<file path="src/rtl/char_select_n_if.sv">
// Keyboard-side bus for the character selector: scancode strobe and mode in,
// selected character, enable and change pulse out.
interface char_select_n_if #(
  parameter int CHAR_W = 2
);
  logic [7:0]        scancode;
  logic              scan_valid;
  logic              mode;
  logic [CHAR_W-1:0] char;
  logic              active;
  logic              char_changed;

  modport master (
    output scancode, scan_valid, mode,
    input  char, active, char_changed
  );

  modport slave (
    input  scancode, scan_valid, mode,
    output char, active, char_changed
  );
endinterface

</file>
<file path="src/rtl/char_select_n.sv">
// Character selector driven by PS/2 scancodes.
//
// state | meaning
// IDLE  | waiting for a make code; non-prefix bytes are decoded here
// BREAK | 0xF0 seen; next byte is a key release and is dropped
// EXT   | 0xE0 seen; next byte is an extended key (unsupported, dropped)
//
// Direct mode: digit keys 1..NUM_CHARS select a character and enable it.
// Cycle mode: Tab advances (or re-enables without advancing when disabled).
// Esc disables in both modes. NUM_CHARS must be 2..8 and fit in CHAR_W bits.
module char_select_n #(
  parameter int NUM_CHARS = 4,
  parameter int CHAR_W    = 2
) (
  input  logic             clk25,
  input  logic             reset,
  char_select_n_if.slave   bus
);

  localparam logic [7:0] SC_BREAK = 8'hF0;
  localparam logic [7:0] SC_EXT   = 8'hE0;
  localparam logic [7:0] SC_TAB   = 8'h0D;
  localparam logic [7:0] SC_ESC   = 8'h76;

  localparam logic [3:0]        NUM_K    = 4'(NUM_CHARS);
  localparam logic [CHAR_W-1:0] LAST_CHR = CHAR_W'(NUM_CHARS - 1);

  typedef enum logic [1:0] {
    IDLE  = 2'd0,
    BREAK = 2'd1,
    EXT   = 2'd2
  } state_t;

  state_t            state_q, state_d;
  logic [CHAR_W-1:0] char_q, char_d;
  logic              active_q, active_d;
  logic              changed_q, changed_d;

  // Digit make codes map to their 1-based key number; 0 means "not a digit".
  function automatic logic [3:0] digit_of(input logic [7:0] code);
    logic [3:0] k;
    k = 4'd0;
    case (code)
      8'h16: k = 4'd1;
      8'h1E: k = 4'd2;
      8'h26: k = 4'd3;
      8'h25: k = 4'd4;
      8'h2E: k = 4'd5;
      8'h36: k = 4'd6;
      8'h3D: k = 4'd7;
      8'h3E: k = 4'd8;
      default: k = 4'd0;
    endcase
    return k;
  endfunction

  logic [3:0] key_num;
  assign key_num = digit_of(bus.scancode);

  // Next-state and selection update; everything holds unless a byte is strobed.
  always_comb begin
    state_d   = state_q;
    char_d    = char_q;
    active_d  = active_q;
    changed_d = 1'b0;

    if (bus.scan_valid) begin
      case (state_q)
        IDLE: begin
          if (bus.scancode == SC_BREAK) begin
            state_d = BREAK;
          end else if (bus.scancode == SC_EXT) begin
            state_d = EXT;
          end else if (bus.scancode == SC_ESC) begin
            active_d = 1'b0;
          end else if (!bus.mode) begin
            if ((key_num != 4'd0) && (key_num <= NUM_K)) begin
              char_d   = CHAR_W'(key_num - 4'd1);
              active_d = 1'b1;
            end
          end else if (bus.scancode == SC_TAB) begin
            // A disabled selection is re-enabled in place rather than advanced.
            if (active_q) begin
              char_d = (char_q == LAST_CHR) ? '0 : char_q + CHAR_W'(1);
            end
            active_d = 1'b1;
          end
        end
        BREAK: state_d = IDLE;
        EXT:   state_d = (bus.scancode == SC_BREAK) ? BREAK : IDLE;
        default: state_d = IDLE;
      endcase
    end

    changed_d = (char_d != char_q) || (active_d != active_q);
  end

  // State and output registers with synchronous active-low reset.
  always_ff @(posedge clk25) begin
    if (!reset) begin
      state_q   <= IDLE;
      char_q    <= '0;
      active_q  <= 1'b0;
      changed_q <= 1'b0;
    end else begin
      state_q   <= state_d;
      char_q    <= char_d;
      active_q  <= active_d;
      changed_q <= changed_d;
    end
  end

  assign bus.char         = char_q;
  assign bus.active       = active_q;
  assign bus.char_changed = changed_q;

endmodule

</file>
<file path="src/flat_wrapper.sv">
// flat-port wrapper written by rule: the top's interface ports become plain ports
module char_select_n_flat 
#(
  parameter int NUM_CHARS = 4,
  parameter int CHAR_W    = 2
)
  (clk25, reset, bus_scancode, bus_scan_valid, bus_mode, bus_char, bus_active, bus_char_changed);
  char_select_n_if #(.CHAR_W(CHAR_W)) bus_i ();
  input  logic clk25;
  input  logic reset;
  input wire logic [$bits(bus_i.scancode)-1:0] bus_scancode;
  input wire logic [$bits(bus_i.scan_valid)-1:0] bus_scan_valid;
  input wire logic [$bits(bus_i.mode)-1:0] bus_mode;
  output wire logic [$bits(bus_i.char)-1:0] bus_char;
  output wire logic [$bits(bus_i.active)-1:0] bus_active;
  output wire logic [$bits(bus_i.char_changed)-1:0] bus_char_changed;
  assign bus_i.scancode = bus_scancode;
  assign bus_i.scan_valid = bus_scan_valid;
  assign bus_i.mode = bus_mode;
  assign bus_char = bus_i.char;
  assign bus_active = bus_i.active;
  assign bus_char_changed = bus_i.char_changed;
  char_select_n #(.NUM_CHARS(NUM_CHARS), .CHAR_W(CHAR_W)) u_core (.clk25(clk25), .reset(reset), .bus(bus_i));
endmodule
</file>
<file path="config.mk">
export PLATFORM = sky130hd
export DESIGN_NAME = char_select_n_flat
export DESIGN_NICKNAME = d
export VERILOG_FILES = /design/src/rtl/char_select_n_if.sv /design/src/rtl/char_select_n.sv /design/src/flat_wrapper.sv
export SDC_FILE = /design/constraint.sdc
export NUM_CORES = 1
export LEC_CHECK = 0
export CORE_UTILIZATION = 25
export CTS_BUF_LIST = sky130_fd_sc_hd__clkbuf_8
export CTS_CLUSTER_SIZE = 24
export DETAILED_ROUTE_END_ITERATION = 8
export GPL_TIMING_DRIVEN = 0
export HOLD_SLACK_MARGIN = 0.1
export PLACE_DENSITY = 0.51
export SLEW_MARGIN = 20
export SYNTH_ARGS = -nofsm -noshare
export SYNTH_HDL_FRONTEND = slang
export SYNTH_SLANG_ARGS = --single-unit
</file>
<file path="constraint.sdc">
create_clock -name clk25 -period 5.3 [get_ports clk25]
set_input_delay 1.06 -clock clk25 [delete_from_list [all_inputs] [get_ports clk25]]
set_output_delay 1.06 -clock clk25 [all_outputs]
set_load 0.01 [all_outputs]
</file>
==> results.md, run 1 <==
- DP Cell Count: 150
- Synth Warn #: 0
- Total CTS buffers: 3
- Initial core utilization: 27.1%
- RR Startpoint: u_core.state_q[0]$_SDFFE_PN0P_
- # IOs: 16
- Clock skew: 0.00415 ns
- Row cnt: 19
- Min cycle time layout: 3.72 ns
- Arrival time worst endpoint: 3.87 ns
- Mapped cell area: 766 um^2
- First-pass iteration count of the detailed router: 6
- Deepest clock path buffer count: 2
- Achievable Freq: about 270 MHz
- RSZ-0062 raised after global routing: false
- Post-Place Cell Area: 925 um^2
- Final setup viols: 0
- P&R area growth vs syn: 26.1%
- Core area: 2830 um^2
- Die area: 3290 um^2
- Largest net degree at the start of global routing: 11
- Overflow after GRT: 0
- Vias in the first global route: between 700 and 800
- DR top layer: met4
- Antenna Nets Post-Route: 0
- Final hold vios: 0
- FF-to-FF End: u_core.bus.char[1]$_SDFF_PN0_
- Setup slack, reg-to-reg: 3.47 ns
- Outcome: finished with violations
- Syn nets: 121
- Worst Path Buf+Inv: 1
- CP Capture Point: u_core.bus.char[0]$_SDFF_PN0_
- Most common cell in the netlist: nor2_1
- Maxcap violations: 0
- Cell type with the largest total area after synthesis: dfxtp_1
- Non-Filler Instances: around 150
- Critical Path RT: between 5 and 6 ns
- Final Max Tran Viols: 0
- Final Cycle Share: 70.3%
- Critical path's slowest cell: clkdlybuf4s50_1
- CP Launch Type: input port
- Clk_lat worst skew: 0.23 ns
- WL final: approximately 2000 um
- Routed length on met3: 38 um
- Worst Tran Pin Value: 0.606 ns
- Synth cell count leaders: nor2_1 (9), inv_1 (8), nand2_1 (8)
- Critical Path, Cell by Cell: clkdlybuf4s50_1 > nor4b_1 > o21ai_0 > a21o_2 > ha_1 > nor2b_1 > nand4_1 > a31o_2 > nand3b_1 > a32o_2 > a211oi_2
- Yosys reg bits: 6
- Synth area leaders: dfxtp_1 (16%), nor2_1 (4.4%), nor2b_1 (4.1%)
- Layout net count: approximately 140
- Failing checks: DRC
- Post-detail-place hpwl: 1530 um
- Power per standard cell area: about 170 nW/um^2
- Die Y: about 57 um
- Leakage: 0.350 nW
- DRC Markers: 1
- Post-route cell area: 966 um^2
- Syn_area_per_cell: 7.16 um^2
- Worst setup path startpoint: bus_scancode[1]
- RePlAce Congestion: 0.823
- Cell count after synthesis: 107
- Cts repair resizes: 0
- Max_slew headroom: 59.2%
- CP Depth: 11
- EDFF count, synth: 0
- M1 WL: 1030 um
- Setup Fix Bufs, Post-CTS: 0
- Vias: 852
- Antenna violations before repair: 0
- Reg2Reg Depth: 5
- Hold Path Class: flip-flop to flip-flop
- Ant diodes: 0
- Post-synthesis sequential area ratio: 15.7%
- DRT iter0 DRCs: 13
- CP Class: input port to flip-flop
- Reg clk slew, reported paths: 0.04 ns
- Port Buffers: 12
- Post-synth top flop: dfxtp_1
- Hold_buf cts: 0
- Setup TNS: 0 ns
- Wire length per cell: 12.9 um
- H-tree depth: 1
- Global-route wire length before repair: between 3000 and 4000 um
- Total track usage: 12.9%
- Fraction of layout instances using a drive strength above 1: 9.84%
- CP endpoint kind: flip-flop
- Distinct cells, synth: 48
- Peak supply drop: 0.132 mV
- Delay-heaviest family, CP: compound AO/OA/AOI/OAI gates
- Crit-path max FO: 9
- Root Buffer: clkbuf_8
- CTS tree: built
- Max incr delay on CP: 0.63 ns
- Share of the synthesized area in the top cell type: around 16%
- Async S/R FF share, synth: 0%
- Clk sink count: 6
- Die W: 57.3 um
- DR vias/cell: 5.57
- Worst Hold Launch: u_core.state_q[1]$_SDFFE_PN0P_
- Met2 WL: 870 um
sequential cells by signal (all words and copies together), names as in the netlist:
register                 flops
u_core.state_q               2
u_core.bus.char_changed      1
u_core.bus.char              2
u_core.bus.active            1
worst register-to-register path, delay by kind of cell (launching register included):
kind | cells | cell delay [ns]
compound gates | 4 | 1.07
simple gates | 1 | 0.40
flops | 1 | 0.31
worst min-delay path by stage:
| stage | cells after the start | end |
|---|---|---|
| 2_1_floorplan | 2 | u_core.state_q[1]$_SDFFE_PN0P_ |
| 3_3_place_gp | 2 | u_core.state_q[1]$_SDFFE_PN0P_ |
| 3_5_place_dp | 2 | u_core.state_q[1]$_SDFFE_PN0P_ |
| 4_1_cts | 2 | u_core.state_q[1]$_SDFFE_PN0P_ |
| 5_1_grt | 2 | u_core.state_q[1]$_SDFFE_PN0P_ |
| 6_report | 2 | u_core.state_q[1]$_SDFFE_PN0P_ |
kinds of logic (layout without fill, tap and decap cells):
family | count (synthesis) | after routing | synth area share, %
simple gates | 51 | 51 | 39.5
buf+inv | 13 | 28 | 6.53
fa+ha+maj | 2 | 2 | 3.27
xor+xnor | 3 | 3 | 3.43
mux | 1 | 1 | 1.31
compound gates | 31 | 31 | 30.2
flops | 6 | 6 | 15.7
per-stage QoR:
stage	worst slack, ns	hold WS, ns	power, W	util [%]
after global routing	1.33	0.523	0.000172	34.1
after global placement	1.39	0.473	0.0000929	32.7
after CTS	1.61	0.495	0.000165	34.1
after floorplan	2.05	0.450	0.0000756	-
final	1.58	0.492	0.000163	34.1
after detailed placement	1.39	0.488	0.0000931	32.7
layout make-up:
| cell class | instances | area (um^2) |
|---|---|---|
| repair buffers | 12 | 120 |
| fillers | 303 | 1860 |
| plain buffers | 5 | 20.0 |
| inverters | 8 | 30.0 |
| well taps | 31 | 38.8 |
| flip-flops and latches | 6 | 120 |
| multi-input cells | 88 | 596 |
| clock buffers | 3 | 41.3 |
cells in the final DEF, fill, tap and decap left out, types with 2 or more instances in the layout:
cell / count
clkdlybuf4s50_1: 12
nor2_1: 9
inv_1: 8
nand2_1: 8
dfxtp_1: 6
nor2b_1: 5
a21oi_1: 5
clkbuf_1: 4
o21ai_0: 4
and3_1: 3
nand4_1: 3
nand3_1: 3
nor3_1: 3
a211oi_1: 3
clkbuf_8: 3
nand2b_1: 2
nor3b_1: 2
or3_1: 2
nand3b_1: 2
o2111ai_1: 2
a31oi_1: 2
xor2_1: 2
ha_1: 2
layer usage:
metal  vias up  track usage, %
met4         0            7.32
met1       398            17.9
met3         5            1.36
met2        12            19.4
li1        437               -
met5         -               0
report_power, final:
part	switching (W)	internal, W	total [W]
clock	0.0000211	0.0000489	0.0000700
combinational	0.0000228	0.0000207	0.0000435
sequential	0.00000227	0.0000469	0.0000492
No activity file was read; power rests on OpenSTA's default activity.
==> inputs of run 2 (changes only) <==
==> constraint.sdc (replaced) <==
create_clock -name clk25 -period 3.56 [get_ports clk25]
set_input_delay 0.712 -clock clk25 [delete_from_list [all_inputs] [get_ports clk25]]
set_output_delay 0.712 -clock clk25 [all_outputs]
set_load 0.01 [all_outputs]
==> run 2 against run 1 <==
Compared with the run above:
- cell count did not move
- sequential share of layout area fell by 0.080 points
- utilization rose by 0.22 points
- worst hold slack about the same
- worst setup slack lost 1.3 ns
- cell area increased by 0.65%
- first-iteration DRC count rose by 23%
- non-clock buffer count stayed put
- critical path depth decreased by 3
- clock power increased by 49%
- largest cell class unchanged
- power rose by 49%
- the run still ends with DRC left
==> results.md, run 2 (synthesis results as in run 1) <==
- Core area: approximately 2800 um^2
- Post-detail-place hpwl: approximately 1500 um
- Global-route wire length before repair: approximately 3300 um
- WL final: 2000 um
- Initial core utilization: 27.1%
- CP endpoint kind: flip-flop
- Non-Filler Instances: 153
- Post-route cell area: 972 um^2
- Die area: 3290 um^2
- Fraction of layout instances using a drive strength above 1: 10.7%
- Ant diodes: 0
- Deepest clock path buffer count: 2
- CP Launch Type: input port
- Critical path's slowest cell: or4_4
- Largest net degree at the start of global routing: 11
- P&R area growth vs syn: 27.0%
- Power per standard cell area: ~250 nW/um^2
- Vias in the first global route: 720
- Crit-path max FO: 6
- Critical Path RT: 3.71 ns
- Max incr delay on CP: 0.56 ns
- H-tree depth: 1
- P_int: 0.000174 W
- Port Buffers: 12
- CTS tree: built
- DP Cell Count: 150
- Setup TNS: 0 ns
- Critical Path, Cell by Cell: clkdlybuf4s50_1 > or3b_4 > or4_4 > or2_1 > clkbuf_2 > or3_1 > a32o_2 > a211oi_2
- Reg power frac: 30.1%
- Vias: 847
- Setup Fix Bufs, Post-CTS: 0
- Die W: 57.3 um
- Setup slack, reg-to-reg: roughly 1.7 ns
- Layout net count: between 100 and 150
- Root Buffer: clkbuf_8
- Worst Path Buf+Inv: 2
- Cts repair resizes: 0
- Row cnt: 19
- Peak supply drop: about 0.20 mV
- Achievable Freq: 306 MHz
- Min cycle time layout: 3.26 ns
- DRC Markers: 1
- Total track usage: about an eighth
- # IOs: 16
- Outcome: finished with violations
- Maxcap violations: 0
- Psw: 0.0000693 W
- Reg clk slew, reported paths: 0.04 ns
- Failing checks: DRC
- DRT iter0 DRCs: 16
- Wire length per cell: 13.1 um
- # fillers: 303
- Max_slew headroom: 59.8%
- Hold Slack: between 0.4 and 0.5 ns
- Pre-CTS setup slack: -0.00573 ns
- Overflow after GRT: 0
- Delay-heaviest family, CP: simple AND/OR/NAND/NOR gates
- Arrival time worst endpoint: 3.41 ns
- Final setup viols: 0
- RePlAce Congestion: 0.823
- Total CTS buffers: 3
- Leakage: ~0.35 nW
- Final Cycle Share: 91.7%
- Hold Path Class: flip-flop to flip-flop
- Clk_lat worst skew: 0.23 ns
- Clk sink count: 6
- Clk pwr share: 42.9%
- Die Y: 57.3 um
- Post-Place Cell Area: 925 um^2
- Leading cell type in the layout, fill and taps excluded: clkdlybuf4s50_1
- First-pass iteration count of the detailed router: 6
- Worst Tran Pin Value: 0.598 ns
- CP Class: input port to flip-flop
- Most frequent cells in the layout: clkdlybuf4s50_1 (12), nor2_1 (9), inv_1 (8), nand2_1 (8), dfxtp_1 (6)
- FF/Latch Area: 120 um^2
- DR vias/cell: around 5.5
- Multi-input gate area: ~600 um^2
- Antenna violations before repair: 0
- Sw frac: 28.5%
- Combinational Power Share: 26.9%
- Setup ws final: 0.295 ns
- Antenna Nets Post-Route: 0
- Hold_buf cts: 0
- RSZ-0062 raised after global routing: false
- Final hold vios: 0
- Final Max Tran Viols: 0
- Clock skew: approximately 0.0042 ns
run 2: layer usage:
| layer | up-vias | global-route usage [%] | routed length, um |
|---|---|---|---|
| met4 | 0 | 7.32 | 39 |
| met2 | 13 | 19.4 | 868 |
| met5 | - | 0 | 0 |
| met1 | 391 | 17.9 | 1040 |
| li1 | 438 | - | - |
| met3 | 5 | 1.36 | 55 |
run 2: per-stage QoR:
step                      utilization (%)  total power, W
after CTS                            34.1        0.000246
after detailed placement             32.7        0.000139
after global routing                 34.4        0.000256
after global placement               32.7        0.000138
after floorplan                         -        0.000113
final                                34.4        0.000243
run 2: cell type report:
cell class	count	share of cell area, %
tap	31	3.99
timing repair buffer	12	12.4
sequential	6	12.4
buffer	5	2.06
inverter	8	3.09
clock buffer	3	4.25
multi-input combinational	88	61.9
run 2: worst paths after layout:
check	from	end	cells after the start
worst max-delay path	bus_scancode[2]	u_core.bus.char[0]$_SDFF_PN0_	8
worst min-delay path	u_core.state_q[1]$_SDFFE_PN0P_	u_core.state_q[1]$_SDFFE_PN0P_	2
worst max register to register	u_core.state_q[0]$_SDFFE_PN0P_	u_core.bus.char[1]$_SDFF_PN0_	5
worst min register to register	u_core.state_q[1]$_SDFFE_PN0P_	u_core.state_q[1]$_SDFFE_PN0P_	2
run 2: power groups by stage:
| stage | Combinational [W] | Sequential [W] | Clock [W] |
|---|---|---|---|
| floorplan | 0.0000382 | 0.0000744 | 0 |
| global placement | 0.0000641 | 0.0000741 | 0 |
| detailed placement | 0.0000645 | 0.0000741 | 0 |
| CTS | 0.0000649 | 0.0000731 | 0.000108 |
| global route | 0.0000717 | 0.0000735 | 0.000111 |
| finish | 0.0000654 | 0.0000732 | 0.000104 |
run 2: worst register-to-register path, cell delays in order, from the launching register on:
cell and delay, ns:
dfxtp_1 0.31, or3_1 0.40, a41oi_1 0.47, o21ai_0 0.20
a221oi_1 0.23, a22o_1 0.17
